File: config.mk
export PLATFORM = sky130hd
export DESIGN_NAME = mu0_control
export DESIGN_NICKNAME = d
export VERILOG_FILES = /design/src/rtl/mu0_control.sv
export SDC_FILE = /design/constraint.sdc
export NUM_CORES = 1
export LEC_CHECK = 0
export ABC_AREA = 1
export ABC_CLOCK_PERIOD_IN_PS = 850
export CORE_AREA = 2 2 39 41
export DETAILED_ROUTE_END_ITERATION = 8
export DIE_AREA = 0 0 41 43
export PLACE_DENSITY = 0.62
export SYNTH_ARGS = -nofsm -noshare
export SYNTH_HDL_FRONTEND = slang
export SYNTH_SLANG_ARGS = --single-unit
File: constraint.sdc
create_clock -name Clk -period 0.85 [get_ports Clk]
set_input_delay 0.085 -clock Clk [delete_from_list [all_inputs] [get_ports Clk]]
set_output_delay 0.085 -clock Clk [all_outputs]
set_load 0.03 [all_outputs]
File: src/rtl/mu0_control.sv
// mu0_control: MU0 fetch/execute control FSM with memory Ready wait states.
// Optional sticky illegal-opcode trap enabled by MU0_CTRL_ILLEGAL_TRAP_EN.
module mu0_control (
  input  logic       Clk,
  input  logic       Reset,
  input  logic [3:0] F,
  input  logic       N,
  input  logic       Z,
  input  logic       Ready,
  output logic       Addr_sel,
  output logic       X_sel,
  output logic       Y_sel,
  output logic [1:0] ALU_fn,
  output logic       Acc_En,
  output logic       PC_En,
  output logic       IR_En,
  output logic       Rd,
  output logic       Wr,
  output logic       Halted,
  output logic       Illegal
);
  typedef enum logic [1:0] {FETCH, EXECUTE, HALT} state_t;
  state_t state_q, state_d;
  logic   trap;
  always_ff @(posedge Clk)
    if (!Reset) state_q <= FETCH;
    else        state_q <= state_d;
  always_comb begin
    state_d  = state_q;
    Addr_sel = 1'b0;
    X_sel    = 1'b0;
    Y_sel    = 1'b0;
    ALU_fn   = 2'b00;
    Acc_En   = 1'b0;
    PC_En    = 1'b0;
    IR_En    = 1'b0;
    Rd       = 1'b0;
    Wr       = 1'b0;
    Halted   = 1'b0;
    trap     = 1'b0;
    case (state_q)
      FETCH: begin
        Rd      = 1'b1;
        X_sel   = 1'b1;
        ALU_fn  = 2'b10;
        IR_En   = Ready;
        PC_En   = Ready;
        state_d = Ready ? EXECUTE : FETCH;
      end
      EXECUTE: begin
        case (F)
          4'h0, 4'h1, 4'h2, 4'h3: begin
            Addr_sel = 1'b1;
            Rd       = F != 4'h1;
            Wr       = F == 4'h1;
            ALU_fn   = F == 4'h2 ? 2'b01 : F == 4'h3 ? 2'b11 : 2'b00;
            Acc_En   = Ready & (F != 4'h1);
            state_d  = Ready ? FETCH : EXECUTE;
          end
          4'h4, 4'h5, 4'h6: begin
            Y_sel   = 1'b1;
            PC_En   = F == 4'h4 ? 1'b1 : F == 4'h5 ? ~N : ~Z;
            state_d = FETCH;
          end
          4'h7: state_d = HALT;
          default: begin
`ifdef MU0_CTRL_ILLEGAL_TRAP_EN
            trap    = 1'b1;
            state_d = HALT;
`else
            state_d = FETCH;
`endif
          end
        endcase
      end
      HALT:    Halted  = 1'b1;
      default: state_d = FETCH;
    endcase
    if (!Reset) begin
      Addr_sel = 1'b0;
      X_sel    = 1'b0;
      Y_sel    = 1'b0;
      ALU_fn   = 2'b00;
      Acc_En   = 1'b0;
      PC_En    = 1'b0;
      IR_En    = 1'b0;
      Rd       = 1'b0;
      Wr       = 1'b0;
      Halted   = 1'b0;
    end
  end
`ifdef MU0_CTRL_ILLEGAL_TRAP_EN
  logic illegal_q, illegal_d;
  always_comb illegal_d = illegal_q | trap;
  always_ff @(posedge Clk)
    if (!Reset) illegal_q <= 1'b0;
    else        illegal_q <= illegal_d;
  assign Illegal = Reset & illegal_q;
`else
  logic unused_trap;
  assign unused_trap = trap;
  assign Illegal     = 1'b0;
`endif
endmodule

Word-level counts from Yosys, hierarchy flattened

Cells that the tools add are included.

Bits in registers: 2
Input bits: 9
Output and inout bits: 12
Logic and storage cells: 53

Equality and inequality tests: 10
Muxes and demuxes: 35
Bitwise gates (word level): 3
Reduce and logical (&&, ||, !) cells: 4

Operator list:

| kind               | count |
|---|---|
| $mux 1             | 26 |
| $eq 4x3->1 const B | 4 |
| $eq 4x2->1 const B | 2 |
| $mux 2             | 4 |
| $pmux 2 s2         | 2 |
| $pmux 2 s3         | 1 |
| $eq 4x1->1 const B | 1 |
| $logic_not 4->1    | 1 |
| $ne 4x1->1 const B | 1 |
| $pmux 1 s2         | 2 |
| $reduce_or 4->1    | 1 |
| $reduce_or 3->1    | 1 |
| $eq 2x1->1 const B | 1 |
| $eq 2x2->1 const B | 1 |
| $logic_not 2->1    | 1 |
| $not 1->1          | 2 |
| $and 1x1->1        | 1 |

Longest topological paths before layout

Depth after elaboration: 6
Mapped depth: 7
Mapped depth without buffers: 7

Worst setup path after synthesis

No wires, ideal clock.

Path type: register -> output
Start: reg state_q[0]
End: out PC_En
Data arrival time: 1.067 ns
Data required time: 0.765 ns
Setup slack: -0.302 ns
Stages on the path, launching flop included: 7
Cell sequence: dfxtp_1 inv_2 nor2_4 nand3_2 nor2_4 nand2_1 nand2_1

Longest elaborated chain between the ends: 3

Ends and longest elaborated chain:

| what                                          | RTL line | text |
|---|---|---|
| from (decl)                                   | 23       | `state_t state_q, state_d;` |
| from (signal assigned)                        | 27       | `else state_q <= state_d;` |
| $eq 2x1->1 or $logic_not 2->1 (tied branches) | 41       | `case (state_q)` |
| $pmux 1 s2 (*)                                | 41       |  |
| $mux 1 (*)                                    | 79       | `if (!Reset) begin` |
| to (decl)                                     | 15       | `output logic PC_En,` |

Every way passes the cells marked *; elsewhere a longest branch is shown, timed or not.

Worst setup path after layout

Start: reg state_q[1]
End: out Rd

Longest elaborated chain between the ends: 3

Ends and longest elaborated chain:

| what                                          | RTL line | text |
|---|---|---|
| $eq 2x1->1 or $logic_not 2->1 (tied branches) | 41       |  |
| $pmux 1 s2 (*)                                | 41       |  |
| $mux 1 (*)                                    | 79       |  |
| to (decl)                                     | 17       | `output logic Rd,` |

Marks and branches as above.

==> results_dict.tcl <==
set metrics [dict create \
    cts.clk_slew.worst_paths_ps 30 \
    wire_per_inst_um 8.16 \
    avgSynthCellArea_um2 5.81 \
    powerDensity_nw_per_um2 863 \
    place_hpwl_um 652 \
    io_pins 21 \
    peakVddDrop_mv 0.452 \
    chipHeight_um 43 \
    cts_sinks 2 \
    core_area_um2 1380 \
    gp_congestion 0.725 \
    finalPower_mw 0.598 \
    p_leak_nw 0.328 \
    synth_cell_types 16 \
    hold_end "state_q[1]" \
    fin_crit_ps 1290 \
    cts_tree "built" \
    r2r_cells 4 \
    timing.rr.end "state_q[1]" \
    ys_ff_latch 2 \
    synth_fp_nets 60 \
    syn-cell-area_um2 297 \
    holdPathStages 3 \
    num_vias 367 \
    htree_levels 1 \
    syn_inst 51 \
    worstHoldStart "F[3]" \
    die_x_um 41 \
    status "complete, but fails checks" \
    cp.required_ps 760 \
    r2r-start "state_q[0]" \
    whs_ps 450 \
    ys_warn_count 0 \
    clock-root-buffer "clkbuf_4" \
    rsz0062_at_grt "yes" \
    worst_slack_ps -438 \
    cts_buffer_depth 2 \
    fillers 148 \
    globalRouteTotalUtil_pct 10.4 \
    placementRows 14 \
    regMostFlops "state_q" \
    hold_class "primary input to flip-flop" \
    final_nets 89 \
    end_kind "primary output" \
    top_regs "state_q (2)" \
    grt_pass1_vias 341 \
    worst_skew_pair.late_latency_ps 220 \
    worst_ep_arrival_time_ps 1200 \
    grt_max_degree 8 \
    port_buffers 19 \
    setup.worst_path.class "flip-flop to primary output" \
    numCtsBuffers 3 \
    grt_pass1_wl_um 1250 \
    syn_to_final_growth_pct 134 \
    grt_overflow 0 \
    max_freq_mhz 776 \
    largest_register_ffs 2 \
    reg2reg_slack_ps 0 \
    finalCritPeriodShare_pct 152 \
    timing.final.hold_violations 0 \
    final_common_cell "buf_6" \
    ant_nets 0 \
    final_cell_mix "buf_6 (11), nor2_4 (9), inv_1 (6), nand2_1 (6)" \
    vias_per_cell 3.90 \
    antenna_found_initial 0 \
    slew_viol_final 0 \
    drt_iter0_drc 0 \
    violations "negative setup slack" \
    cap_violations 0 \
    setup_viol_count_final 12 \
    start_util_pct 21.4 \
    firstDrtPassIters 1 \
    final.setup_skew_ps 3.16 \
    drc 0 \
    drive_above_1_share_pct 65.4 \
    critPathMaxFanout 3 \
    startpoint_type "flip-flop" \
    finalWirelength_um 767 \
    dieArea_um2 1760 \
    ys_seq_area_share_pct 13.5 \
    diodes 0 \
]
==> worst max-delay path by stage <==
stage	end	cells past startpoint	slack, ps	from
final	Rd	6	-440	state_q[1]
after global routing	Acc_En	6	-510	state_q[1]
after floorplan	PC_En	6	-230	state_q[0]
after CTS	Acc_En	6	-470	state_q[1]
after detailed placement	Acc_En	7	-540	F[3]
after global placement	Rd	7	-500	F[3]
==> what timing repair did <==
action                                  4_1_cts  5_1_grt
pin swaps                                     7        3
gates resized for setup                      20        4
setup buffers                                 1        0
endpoints found under the setup margin       13       13
hold buffers                                  0        0
==> logic make-up after synthesis <==
family	share of synthesized area, %
AND/OR/NAND/NOR	58.2
AO/OA/AOI/OAI	9.28
other	1.26
flip-flops	13.5
buffers and inverters	17.7
==> Yosys cell counts, drive strengths merged <==
| library cell | instances | area [µm²] |
|---|---|---|
| nand2 | 15 | 66.3 |
| nor2 | 13 | 81.3 |
| inv | 12 | 45.0 |
| a21oi | 3 | 18.8 |
| dfxtp | 2 | 40.0 |
| nand3 | 2 | 15.0 |
| a31o | 1 | 8.76 |
| buf | 1 | 7.51 |
| conb | 1 | 3.75 |
| nor3 | 1 | 10.0 |
==> stage by stage <==
stage          setup WS [ps]  setup TNS [ps]  std cells  area (µm²)  utilization (%)
2_1_floorplan           -225            -938         51         372                -
3_3_place_gp            -497           -4980         90         584             42.2
3_5_place_dp            -536           -5100         90         584             42.2
4_1_cts                 -468           -4210         94         681             49.2
5_1_grt                 -508           -4740         94         693             50.1
6_report                -438           -3930         94         693             50.1
==> layout make-up <==
type	instances	area, µm²	area share (%)
timing repair buffer	25	256	37.0
clock buffer	3	22.5	3.25
tap	16	20.0	2.89
sequential	2	45.0	6.50
inverter	12	52.6	7.58
multi-input combinational	36	297	42.8
==> worst max-delay path, stage by stage (launching register included) <==
cell	delay (ps)
dfxtp_4	350
inv_4	50
nand2_2	60
nor2_4	150
nand2_4	90
a21oi_4	150
buf_6	140
==> power by group <==
part | internal (mW) | switching (mW) | leakage [nW] | total (mW)
combinational | 0.131 | 0.161 | 0.297 | 0.292
sequential | 0.0963 | 0.00344 | 0.0175 | 0.0997
clock | 0.155 | 0.0509 | 0.0138 | 0.206
total | 0.382 | 0.215 | 0.328 | 0.598
==> per-layer routing <==
metal  vias up  share of wire [%]  track usage, %
li1        202                  -               -
met1       155                 41            13.1
met2        10                 52            15.0
met3         0                6.8            6.28
met4         0                  0            2.00
met5         -                  0               0
Power figures use the tool's default switching activity.
==> variant 1 (same flow settings) <==
Encoding of `state_t`: now one-hot (3 bits for 3 states).
--- a/src/rtl/mu0_control.sv
+++ b/src/rtl/mu0_control.sv
@@ -21,3 +21,3 @@
 );
-  typedef enum logic [1:0] {FETCH, EXECUTE, HALT} state_t;
+  typedef enum logic [2:0] {FETCH = 3'b001, EXECUTE = 3'b010, HALT = 3'b100} state_t;
   state_t state_q, state_d;
Formal check against the unedited RTL: no difference found for any inputs over 10 cycles, from zero or initial values and one cycle with Reset low; not proved beyond that.
==> variant 1 against the unedited design <==
The flow still finishes with violations (negative setup slack). Global-route usage up 4.0 points. First-iteration DRC count up 1. Final area up 13%. Area after synthesis up 17%. Worst setup slack worse by 0.031 ns. Power up 34%. Wire length up 33%. Sequential cell count up 1. Register-to-register slack worse by 0.25 ns. Sequential power up 65%. Clock power up 26%.
==> variant 1: results (changes against the unedited design) <==
- Clock Path Buffers: 2 (unchanged)
- Top post-synthesis cells by area: dfxtp_1, nand2_1, nor2_1 (was nor2_4, nand2_1, dfxtp_1)
- Layout net count: 105 (was 89)
- Crit-path max FO: 4 (was 3)
- Dpl cells: 103 (was 90)
- Peak VDD IR: 1.02 mV (was 0.452 mV)
- Net count after synthesis: 70 (was 60)
- Status: finished with violations (unchanged)
- Netlist cell types: 15 (was 16)
- First-pass GRT wire length: 1700 um (was 1250 um)
- Top Registers: state_q x3 (was state_q x2)
- Via count: 460 (was 367)
- Initial DRC count: 1 (was 0)
- Commonest cells post-synth: nand2_1, nor2_1, inv_1 (was nand2_1, inv_1, nor2_1)
- Clk_lat worst skew: 0.24 ns (was 0.22 ns)
- H-Tree Depth: 1 (unchanged)
- Power density cells: 1020 nW/um^2 (was 863 nW/um^2)
- Clock Tree Root: clkbuf_4 (unchanged)
- Final Skew: 0.00475 ns (was 0.00316 ns)
- GP Congestion: 0.734 (was 0.725)
- Register area share after synthesis: 17.3% (was 13.5%)
- Placed Area: 653 um^2 (was 584 um^2)
- Dpl ws: -0.642 ns (was -0.536 ns)
- Vias per inst: 4.14 (was 3.90)
- Failing checks: negative setup slack (unchanged)
- Final setup violation count: 14 (was 12)
- Pin count of the biggest net entering global routing: 6 (was 8)
- Routed len/inst: 9.16 um (was 8.16 um)
- IO Port Bufs: 19 (unchanged)
- HPWL after DPL: 775 um (was 652 um)
- Final worst setup slack: -0.470 ns (was -0.438 ns)
- Sw frac: 37.6% (was 36.0%)
- Drt first pass iters: 2 (was 1)
- All-Layer GR Usage: 14.4% (was 10.4%)
- Share of cells above drive strength 1: 58.9% (was 65.4%)
- Syn avg cell area: 5.68 um^2 (was 5.81 um^2)
- # fillers: 135 (was 148)
- TNS Setup: -4.90 ns (was -3.93 ns)
- Leakage power: 0.367 nW (was 0.328 nW)
- Worst hold path class: in -> reg (unchanged)
- Vias in the first global route: 450 (was 341)
- R2R Setup Slk: -0.25 ns (was 0 ns)
- Endpoints failing hold: 0 (unchanged)
- Clock-pin slew on the worst setup and hold paths: 0.03 ns (about the same)
- CP arrival: 1.23 ns (was 1.20 ns)
## variant 1: worst max-delay path: stages (launching register included)
cell and delay (ns):
dfxtp_2 0.33, inv_4 0.08, nand4_4 0.10, nor2_4 0.15, inv_4 0.07, o21ai_4 0.12, buf_6 0.14
## variant 1: stage by stage
stage / hold slack, ns / power [mW]
2_1_floorplan: 0.252 / 0.367
3_3_place_gp: 0.626 / 0.499
3_5_place_dp: 0.621 / 0.501
4_1_cts: 0.418 / 0.805
5_1_grt: 0.462 / 0.850
6_report: 0.412 / 0.798
## variant 1: timing repair
item | in CTS | in global routing
setup endpoints to repair | 14 | 14
hold endpoints to repair | 0 | 0
resized for setup | 20 | 7
pin swaps | 7 | 4
hold buffers | 0 | 0
buffers inserted | 4 | 0
## variant 1: final cells by class
type                            instances  share of cell area (%)
Inverter                               15                    9.13
Clock buffer                            4                    3.37
Timing Repair Buffer                   31                    37.8
Tap cell                               16                    2.56
Multi-Input combinational cell         42                    38.3
Sequential cell                         3                    8.81
## variant 1: per-layer routing
layer | up-vias | global-route usage [%] | routed length, um | share of wire, %
met5 | - | 0 | 0 | 0
met4 | 0 | 8.00 | 10 | 0.98
met3 | 2 | 6.28 | 47 | 4.6
met2 | 13 | 20.6 | 563 | 55
met1 | 196 | 17.1 | 395 | 39
li1 | 249 | - | - | -
## variant 1: path summary, 6_finish.rpt
check	start	to	depth (start not counted)
max	state_q[0]	ALU_fn[1]	6
min	F[1]	state_q[2]	6
max reg2reg	state_q[2]	state_q[0]	7
min reg2reg	state_q[2]	state_q[1]	3
## variant 1: cell families after synthesis
family	synth area share, %
compound gates	7.22
buf+inv	18.4
flops	17.3
other cells	1.08
simple gates	56.0
## variant 1: power by group through the flow
| stage | clock network [mW] | registers [mW] | logic [mW] |
|---|---|---|---|
| 3_3_place_gp | 0 | 0.170 | 0.330 |
| 6_report | 0.259 | 0.165 | 0.374 |
| 2_1_floorplan | 0 | 0.171 | 0.196 |
| 5_1_grt | 0.280 | 0.167 | 0.403 |
| 3_5_place_dp | 0 | 0.170 | 0.331 |
| 4_1_cts | 0.270 | 0.165 | 0.370 |
==> variant 2 (same settings) <==
Made on the original files. The option `MU0_CTRL_ILLEGAL_TRAP_EN` is turned on by a define.
--- a/src/rtl/mu0_control.sv
+++ b/src/rtl/mu0_control.sv
@@ -2,2 +2,4 @@
 // Optional sticky illegal-opcode trap enabled by MU0_CTRL_ILLEGAL_TRAP_EN.
+`define MU0_CTRL_ILLEGAL_TRAP_EN
+
 module mu0_control (
Behaviour: not the same (Yosys sat finds a counterexample within 4 cycles, from zero or initial values and one cycle with Reset low).
==> variant 2 against the unedited design <==
The run still ends with negative setup slack left. Power up 31%. Area after synthesis is 2.5% higher. Final area rose by 14%. Worst setup slack better by 0.046 ns. Wire length rose by 31%. Clock skew is 0.0028 ns lower. Sequential cell count rose by 1. Sequential power grew 64%. Largest cell class is now buffers.
==> variant 2: results (changes against the unedited design) <==
- Status: finished with violations (unchanged)
- Failing checks: negative setup slack (unchanged)
- All-Layer GR Usage: 13.9% (was 10.4%)
- Final worst setup slack: -0.392 ns (was -0.438 ns)
- Worst hold path endpoint: illegal_q (was state_q[1])
- Initial DRC count: 9 (was 0)
- WHS Path Cells: 3 (unchanged)
- Synth Flop Type: dfxtp_1 (unchanged)
- Net count after synthesis: 61 (was 60)
- Pin count of the biggest net entering global routing: 5 (was 8)
- Clk_lat worst skew: 0.23 ns
- Layout net count: 103 (was 89)
- Clock Path Buffers: 2 (unchanged)
- Hold Startpoint: F[3] (unchanged)
- Sequential Power: 0.164 mW (was 0.0997 mW)
- Vias per inst: 4.30 (was 3.90)
- Internal Pwr Total: 0.508 mW (was 0.382 mW)
- Clock Tree Root: clkbuf_4 (unchanged)
- Top post-synthesis cells by area: dfxtp_1, nand2_1, inv_1 (was nor2_4, nand2_1, dfxtp_1)
- TNS Setup: -4.01 ns (was -3.93 ns)
- R2R Setup Slk: -0.12 ns (was 0 ns)
- Netlist cell types: 15 (was 16)
- Ys async rst share: 0% (unchanged)
- Commonest cells post-synth: nand2_1, inv_1, nor2_1 (unchanged)
- First-pass GRT wire length: 1670 um (was 1250 um)
- H-Tree Depth: 1 (unchanged)
- Num CTS Buffers: 3 (unchanged)
- Routed len/inst: 9.23 um (was 8.16 um)
- R2r endpoint: illegal_q (was state_q[1])
- Final setup violation count: 14 (was 12)
- Final Skew: 0.000344 ns (was 0.00316 ns)
- Reg-to-Reg Start: state_q[1] (was state_q[0])
- Vias in the first global route: 439 (was 341)
- Drt first pass iters: 4 (was 1)
- GP Congestion: 0.707 (was 0.725)
- Worst hold path class: in -> reg (unchanged)
- Antenna violations before repair: 0 (unchanged)
- Peak VDD IR: 0.705 mV (was 0.452 mV)
- Synth warn: 0 (unchanged)
- CP arrival: 1.16 ns (was 1.20 ns)
- Power density cells: 991 nW/um^2 (was 863 nW/um^2)
- Diodes inserted: 0 (unchanged)
- ANT nets after route: 0 (unchanged)
- Leakage power: 0.404 nW (was 0.328 nW)
- HPWL after DPL: 729 um (was 652 um)
- R2R cell count: 6 (was 4)
- Clock-pin slew on the worst setup and hold paths: 0.03 ns (about the same)
- Register area share after synthesis: 19.8% (was 13.5%)
- Share of cells above drive strength 1: 69.9% (was 65.4%)
- IO Port Bufs: 20 (was 19)
- Top Registers: state_q x2, illegal_q x1 (was state_q x2)
- Clock power frac: 30.8% (was 34.5%)
- Dpl ws: -0.555 ns (was -0.536 ns)
- Hold slack: 0.321 ns (was 0.450 ns)
variant 2: worst max-delay path by stage:
stage               startpoint      to  slack (ns)  cells past startpoint
finish              state_q[1]  Acc_En       -0.39                      6
global route        state_q[1]      Wr       -0.44                      6
CTS                 state_q[1]  Acc_En       -0.42                      6
detailed placement       Reset  Acc_En       -0.55                      8
global placement         Reset  Acc_En       -0.54                      8
floorplan           state_q[1]  Acc_En       -0.24                      5
variant 2: critical path: stages (launching register included):
cell and delay [ns]:
dfxtp_2 0.32, nor2_4 0.11, nand2_4 0.09, nor2_8 0.12, nand2_4 0.07, nor2_4 0.08, buf_6 0.13
variant 2: layer usage:
metal / vias up / part of all wire (%) / track usage [%]
met3: 0 / 6.5 / 5.24
met1: 211 / 41 / 16.9
met4: 0 / 0 / 8.00
met2: 17 / 52 / 20.0
li1: 241 / - / -
met5: - / 0 / 0
variant 2: per-stage QoR:
stage	instance area, um^2	util, %	cells
floorplan	345	-	52
global placement	633	45.8	101
detailed placement	633	45.8	101
CTS	749	54.2	106
global route	790	57.1	109
finish	790	57.1	109
variant 2: layout make-up:
class	instances	area [um^2]
Fill cell	142	594
Sequential cell	3	63.8
Tap cell	16	20.0
Clock buffer	4	26.3
Inverter	13	51.3
Timing Repair Buffer	37	337
Multi-Input combinational cell	36	292
variant 2: cells by family (layout without fill, tap and decap cells):
family | Yosys count | after routing | synth area share [%]
AOI/OAI and AO/OA | 5 | 5 | 8.23
DFF | 3 | 3 | 19.8
and+or+nand+nor | 31 | 31 | 56.0
buffers and inverters | 13 | 54 | 16.1
variant 2: what timing repair did:
action / in CTS / in global routing
cloned: 0 / 0
pin swaps: 9 / 1
hold buffers: 0 / 0
setup endpoints to repair: 14 / 14
setup buffers: 1 / 3
gates resized for setup: 34 / 6
